## src/rtl/fg_prog_pkg.sv

```systemverilog
// Shared types and sizes for the floating-gate program sequencer.
// Holds the FSM state enum and the frame address widths.
package fg_prog_pkg;

  localparam int DRAIN_BITS  = 5;
  localparam int GATE_BITS   = 2;
  localparam int PULSE_CNT_W = 8;

  typedef enum logic [2:0] {
    S_IDLE,
    S_SELECT,
    S_SETTLE,
    S_PULSE,
    S_RECOVER,
    S_RELEASE
  } state_t;

endpackage

```

## src/rtl/fg_prog_timer.sv

```systemverilog
// Loadable down-counter with terminal-count flag.
// One instance times settle, pulse-high and recovery intervals.
module fg_prog_timer #(
  parameter int W = 16
) (
  input  logic         clk,
  input  logic         rst_n,
  input  logic         load,
  input  logic [W-1:0] load_val,
  output logic         tc
);

  logic [W-1:0] cnt;

  always_ff @(posedge clk or negedge rst_n) begin
    if (!rst_n) begin
      cnt <= '0;
    end else if (load) begin
      cnt <= load_val;
    end else if (cnt != '0) begin
      cnt <= cnt - 1'b1;
    end
  end

  assign tc = (cnt == '0);

endmodule

```

## src/rtl/fg_prog_sequencer.sv

```systemverilog
// Floating-gate program pulse sequencer driving the frame decoders.
// Optional FG_PROG_ABORT_EN adds an abort input that ends a command early.
module fg_prog_sequencer
  import fg_prog_pkg::*;
#(
  parameter int SETTLE_CYC = 16,
  parameter int WIDTH_W    = 16
) (
  input  logic                   clk,
  input  logic                   rst_n,
  input  logic                   cmd_valid,
  output logic                   cmd_ready,
  input  logic [DRAIN_BITS-1:0]  cmd_drain,
  input  logic [GATE_BITS-1:0]   cmd_gate,
  input  logic [PULSE_CNT_W-1:0] cmd_pulses,
  input  logic [WIDTH_W-1:0]     cmd_width,
`ifdef FG_PROG_ABORT_EN
  input  logic                   abort,
`endif
  output logic [DRAIN_BITS-1:0]  drain_b,
  output logic [GATE_BITS-1:0]   gate_b,
  output logic                   drain_enable,
  output logic                   gate_enable,
  output logic                   prog,
  output logic                   run,
  output logic                   busy,
  output logic                   done
);

  localparam int TW = (WIDTH_W > 8) ? WIDTH_W : 8;

  state_t                 state;
  state_t                 state_n;
  logic [DRAIN_BITS-1:0]  drain_q;
  logic [GATE_BITS-1:0]   gate_q;
  logic [WIDTH_W-1:0]     width_q;
  logic [WIDTH_W-1:0]     width_m1;
  logic [PULSE_CNT_W-1:0] pulse_q;
  logic                   en_q;
  logic                   tmr_load;
  logic [TW-1:0]          tmr_val;
  logic                   tmr_tc;
  logic                   pulse_dec;
  logic [TW-1:0]          settle_val;
  logic [TW-1:0]          width_val;

  assign settle_val = TW'(SETTLE_CYC - 1);
  assign width_m1   = width_q - WIDTH_W'(1);
  // A zero width still yields a one-cycle pulse.
  assign width_val  = (width_q == '0) ? '0 : TW'(width_m1);

  fg_prog_timer #(
    .W(TW)
  ) u_timer (
    .clk      (clk),
    .rst_n    (rst_n),
    .load     (tmr_load),
    .load_val (tmr_val),
    .tc       (tmr_tc)
  );

  always_comb begin
    state_n   = state;
    tmr_load  = 1'b0;
    tmr_val   = '0;
    pulse_dec = 1'b0;
    unique case (state)
      S_IDLE: begin
        if (cmd_valid) state_n = S_SELECT;
      end
      S_SELECT: begin
        if (pulse_q == '0) begin
          state_n = S_RELEASE;
        end else begin
          state_n  = S_SETTLE;
          tmr_load = 1'b1;
          tmr_val  = settle_val;
        end
      end
      S_SETTLE: begin
        if (tmr_tc) begin
          state_n   = S_PULSE;
          tmr_load  = 1'b1;
          tmr_val   = width_val;
          pulse_dec = 1'b1;
        end
      end
      S_PULSE: begin
        if (tmr_tc) begin
          state_n  = S_RECOVER;
          tmr_load = 1'b1;
          tmr_val  = settle_val;
        end
      end
      S_RECOVER: begin
        if (tmr_tc) begin
          if (pulse_q != '0) begin
            state_n   = S_PULSE;
            tmr_load  = 1'b1;
            tmr_val   = width_val;
            pulse_dec = 1'b1;
          end else begin
            state_n = S_RELEASE;
          end
        end
      end
      S_RELEASE: begin
        state_n = S_IDLE;
      end
      default: begin
        state_n = S_IDLE;
      end
    endcase
`ifdef FG_PROG_ABORT_EN
    if (abort && (state inside {S_SELECT, S_SETTLE, S_PULSE, S_RECOVER})) begin
      state_n   = S_RELEASE;
      tmr_load  = 1'b0;
      pulse_dec = 1'b0;
    end
`endif
  end

  always_ff @(posedge clk or negedge rst_n) begin
    if (!rst_n) begin
      state   <= S_IDLE;
      drain_q <= '0;
      gate_q  <= '0;
      width_q <= '0;
      pulse_q <= '0;
      en_q    <= 1'b0;
    end else begin
      state <= state_n;
      en_q  <= (state_n == S_PULSE);
      if (state == S_IDLE && cmd_valid) begin
        drain_q <= cmd_drain;
        gate_q  <= cmd_gate;
        width_q <= cmd_width;
        pulse_q <= cmd_pulses;
      end else if (pulse_dec) begin
        pulse_q <= pulse_q - 1'b1;
      end
    end
  end

  assign cmd_ready    = (state == S_IDLE);
  assign busy         = (state != S_IDLE);
  assign prog         = (state inside {S_SELECT, S_SETTLE, S_PULSE, S_RECOVER});
  assign run          = !prog;
  assign done         = (state == S_RELEASE);
  assign drain_b      = drain_q;
  assign gate_b       = gate_q;
  assign drain_enable = en_q;
  assign gate_enable  = en_q;

endmodule

```

## config.mk

```make
export PLATFORM = sky130hd
export DESIGN_NAME = fg_prog_sequencer
export DESIGN_NICKNAME = d
export VERILOG_FILES = /design/src/rtl/fg_prog_pkg.sv /design/src/rtl/fg_prog_timer.sv /design/src/rtl/fg_prog_sequencer.sv
export SDC_FILE = /design/constraint.sdc
export NUM_CORES = 1
export LEC_CHECK = 0
export CORE_MARGIN = 3
export CORE_UTILIZATION = 30
export CTS_CLUSTER_DIAMETER = 120
export DETAILED_ROUTE_END_ITERATION = 7
export PLACE_DENSITY_LB_ADDON = 0.15
export SYNTH_ARGS = -nofsm -noshare
export SYNTH_HDL_FRONTEND = slang
export SYNTH_HIERARCHICAL = 1
export SYNTH_SLANG_ARGS = --single-unit
```

## constraint.sdc

```tcl
create_clock -name clk -period 7.9 [get_ports clk]
set_input_delay 1.185 -clock clk [delete_from_list [all_inputs] [get_ports clk]]
set_output_delay 1.185 -clock clk [all_outputs]
set_load 0.02 [all_outputs]
```

Word-level counts from Yosys, hierarchy flattened:

Index checks and enable logic that the tools add are counted.

* register bits: 51
* bits of input ports: 34
* output and inout port bits: 14
* word-level logic and storage cells: 53

* $add $sub $neg: 3
* equal/unequal tests: 6
* muxes and demuxes: 24
* reduce and logical (&&, ||, !) cells: 13

Operators by type and width (number)
* $mux 16: 6
* $pmux 16 s4: 1
* $logic_not 16->1: 2
* $sub 16x1->16 const B: 2
* $mux 3: 6
* $mux 8: 2
* $reduce_bool 16->1: 1
* $pmux 3 s5: 1
* $eq 3x2->1 const B: 3
* $logic_not 8->1: 1
* $mux 4: 2
* $reduce_bool 8->1: 1
* $sub 8x1->8 const B: 1
* $eq 3x3->1 const B: 2
* $mux 1: 4
* $reduce_bool 2->1: 2
* $reduce_bool 4->1: 1
* $eq 3x1->1 const B: 1
* $logic_not 3->1: 1
* $pmux 1 s3: 1
* $reduce_bool 3->1: 1
* $pmux 1 s2: 1
* $reduce_or 2->1: 1
* $logic_and 1x1->1: 1
* $logic_not 1->1: 1

Logic depth before layout (Yosys ltp):

* depth in word-level cells: 6
* mapped depth: 13
* depth with buffers taken out: 11

Cells and area by module:

Netlist, hierarchy kept.

Modules (own cells, without submodules)
* fg_prog_sequencer: instances 1, cells each 208, area each 2028.2 um2
* fg_prog_timer: instances 1, cells each 107, area each 999.7 um2

Worst setup path after synthesis:

OpenSTA, ideal clock, no wires.

* path kind: flip-flop to flip-flop
* start point: register u_timer.cnt[0]
* end point: register u_timer.cnt[11]
* library setup time: 0.123 ns
* arrival time: 3.525 ns
* path slack: 4.251 ns
* cell stages (with the launch flop): 14
* buffers on the path: 2
* period minus slack after synthesis: 3.649 ns
* cells stage by stage: dfrtp_1 > inv_1 > ha_1 > or4b_4 > or4_4 > nor4b_4 > nand2_1 > or4_1 > o211ai_1 > clkbuf_1 > inv_1 > clkbuf_1 > mux2i_1 > nor2_1

* word-level cells in the longest chain between the ends: 4

Ends and longest elaborated chain
* start, declared: line fg_prog_timer.sv:13 `logic [W-1:0] cnt;`
* start signal, assigned: line fg_prog_timer.sv:19 `cnt <= load_val;`
* start signal, assigned: line fg_prog_timer.sv:21 `cnt <= cnt - 1'b1;`
* $logic_not 16->1 *: line fg_prog_timer.sv:25 `assign tc = (cnt == '0);`
* net tmr_tc: line fg_prog_sequencer.sv:42 `logic tmr_tc;`
* $mux 1, on equally long branches: line fg_prog_sequencer.sv:96, fg_prog_sequencer.sv:81, fg_prog_sequencer.sv:89
* $pmux 1 s3 *: line fg_prog_sequencer.sv:67 `unique case (state)`
* net tmr_load: line fg_prog_sequencer.sv:40 `logic tmr_load;`
* $mux 16 / $reduce_bool 2->1 (equally long branches)

The timed path passes the listed nets; every way through them passes the cells marked *. The select of a mux whose other input is x is not followed.
A chain may end at the register's enable or synchronous reset.

Final worst setup path:

* start point: register u_timer.cnt[0]
* end point: register u_timer.cnt[1]

The elaborated chain is that of the path after synthesis.

==> flow_metrics.py <==
metrics = {
    "floorplan": {
        "rows": 36,
        "dieWidth_um": 106,
        "core-area_sq_um": 9770,
        "initial_core_util_pct": 31.0,
        "die_h_um": 106,
        "ios": 48,
        "dieArea_sq_um": 11300,
    },
    "worst_setup_path": {
        "crit_fanout": 19,
        "worst_setup_path_end_kind": "register",
        "r2r_cells": 11,
        "worstPathRequired_ps": 8090,
        "critical_path_class": "register to register",
        "cp-start-kind": "register",
        "worstPathArrival_ps": 4060,
    },
    "pwr": {
        "leakage_nw": 1.46,
        "p_per_area_nw_per_um2": 340,
        "seq_power_share_pct": 42.2,
        "comb_power_share_pct": 42.9,
        "switchingPower_uw": 503,
        "p_total_mw": 1.27,
        "intPower_uw": 766,
        "ir_drop_v": 0.000124,
        "clkPwrFrac_pct": 14.9,
        "sw_frac_of_total_pct": 39.7,
    },
    "clocking": {
        "cts_buffer_depth": 2,
        "h-tree-depth": 2,
        "clock_latency_ps": 300,
        "cts_num_sinks": 51,
        "cts_setup_buffers": 0,
        "cts_resized": 0,
        "root_buffer": "clkbuf_8",
        "ctsHoldBuffers": 0,
        "numCtsBuffers": 5,
        "cts_tree": "built",
        "path_clk_slew_ps": 100,
    },
    "run_status": {
        "status": "finished, final reports clean",
    },
    "yosys": {
        "syn-cell-area_sq_um": 3030,
        "synth_xor_area_share_pct": 6.65,
        "ys.flop_type": "dfrtp_1",
        "synth.most_common_cell": "dfrtp_1",
        "synth_simple_gate_area_share_pct": 23.1,
        "synth_cells": 315,
        "async_flop_share_pct": 100,
        "syn-num-nets": 352,
        "synth_top_family_by_area": "simple AND/OR/NAND/NOR gates",
        "synth_commonest_cells": "51 x dfrtp_1, 28 x nand2_1, 27 x nor2_1",
        "synth_mux_area_share_pct": 11.9,
        "ys_seq_area_share_pct": 42.1,
        "synth_area_leader_cell": "dfrtp_1",
        "ys.warnings.count": 6,
        "synthAdderAreaFrac_pct": 1.24,
        "synth_seq_cells": 51,
        "synth_top_area_share_pct": 42.1,
        "syn_area_per_cell_sq_um": 9.61,
        "synth_edf_count": 0,
        "synth_compound_area_share_pct": 11.3,
        "synth_area_leaders": "dfrtp_1 42%, mux2_2 8.6%, xnor2_1 4.6%, nand2_1 3.5%, nor2_1 3.3%",
        "netlist-cell-type-count": 55,
    },
    "final_layout": {
        "fin_nets": 394,
        "drive_gt1_share_pct": 13.7,
        "areaGrowthSynthToFinish_pct": 23.3,
        "antenna_cells": 0,
        "nFillCells": 1021,
    },
    "hold_path": {
        "hold_depth": 1,
        "hp-class": "register to register",
    },
    "drt": {
        "first_iter_violations": 73,
        "ant_nets": 0,
        "dr.pass1.iters": 4,
        "route.detailed.drc": 0,
        "routed_via_density": 4.80,
        "routedWlPerCell_um": 13.4,
        "finalWirelength_mm": 6.57,
        "num_vias": 2356,
    },
    "sta": {
        "rsz0062_at_grt": "no",
        "tns_ps": 0,
        "fmax_mhz": 259,
        "whs_ps": 520,
        "worst_slew_pin_slew_ps": 667,
        "min_period_ps": 3870,
        "finalHoldViolations": 0,
        "min_period_over_period_pct": 49.0,
        "relSlewSlack_pct": 55.5,
        "finalSetupViolCount": 0,
        "skew_ps": 6.83,
        "slew_violations": 0,
    },
    "global_route": {
        "grt_pass1_vias": 2223,
        "grt_pass1_wl_mm": 11.1,
        "antenna_found_initial": 0,
        "grt_max_degree": 52,
        "grtUsageTotal_pct": 11.9,
        "overflow": 0,
    },
    "place": {
        "gp_congestion": 0.769,
        "hpwl_mm": 4.80,
        "port_buffers": 47,
    },
    "run": {
        "cap_violations": 0,
    },
}
==> cell usage in the layout (no fill, tap or decap), drive strengths merged, types with 11 or more instances in the layout <==
master         synthesis  final
dfrtp                 51     51
clkdlybuf4s50          0     46
nand2                 30     30
nor2                  28     28
mux2                  23     23
o21ai                 23     23
xnor2                 16     16
inv                   11     12
a21oi                 11     11
==> power groups by stage <==
stage	Clock, mW	Combinational (mW)	Sequential, mW
4_1_cts	0.197	0.552	0.537
3_5_place_dp	0	0.549	0.542
3_3_place_gp	0	0.545	0.540
2_1_floorplan	0	0.398	0.516
6_report	0.189	0.544	0.536
5_1_grt	0.208	0.608	0.560
==> flip-flops by register name, indices dropped and copies added (netlist names) <==
signal / flops
u_timer/cnt: 16
width_q: 16
pulse_q: 8
drain_b: 5
state: 3
gate_b: 2
drain_enable: 1
==> final cells by class <==
class                   instances  area [sq um]  area share, %
repair buffers                 50           488           13.1
well taps                     133           166           4.46
multi-input cells             238          1650           44.1
inverters                      11          41.3           1.11
clock inverters                 3          47.5           1.27
clock buffers                   5          68.8           1.84
flip-flops and latches         51          1280           34.2
==> final timing paths <==
check | startpoint | to | slack, ps
min | drain_b[3] | drain_b[3] | 520
max | u_timer/cnt[0] | u_timer/cnt[1] | 4030
min reg2reg | drain_b[3] | drain_b[3] | 520
min in group asynchronous | rst_n | u_timer/cnt[12] | 980
max in group asynchronous | rst_n | drain_b[4] | 6470
max reg2reg | u_timer/cnt[0] | u_timer/cnt[1] | 4030
==> routing by layer <==
metal  vias to the layer above  share of wire (%)  track usage, %  wire length, um
li1                       1204                  -               -                -
met1                      1115                 51            17.3             3370
met2                        35                 45            18.2             2950
met3                         2                3.1            2.55              206
met4                         0               0.67            3.01               44
met5                         -                  0               0                0
==> critical path, stage by stage, from the launching register on <==
cell and delay, ps:
dfrtp_1 420, inv_1 110, ha_1 210, or4b_4 520
or4_4 450, nor4b_4 510, nand2_1 160, or4_1 480
o211ai_1 110, buf_4 250, inv_1 220, mux2_2 320
==> per-stage QoR <==
| stage | utilization (%) | area, sq um | worst slack, ps | instances |
|---|---|---|---|---|
| after floorplan | - | 3030 | 4250 | 315 |
| after global placement | 37.0 | 3620 | 4140 | 483 |
| after detailed placement | 37.0 | 3620 | 4030 | 483 |
| after CTS | 38.2 | 3730 | 4010 | 491 |
| after global routing | 38.2 | 3730 | 3770 | 491 |
| final | 38.2 | 3730 | 4030 | 491 |
==> kinds of logic after synthesis <==
group / Yosys count
flops: 51
mux: 33
simple gates: 123
compound gates: 56
buf+inv: 26
fa+ha+maj: 3
xor+xnor: 23
No activity file was read; power rests on OpenSTA's default activity.
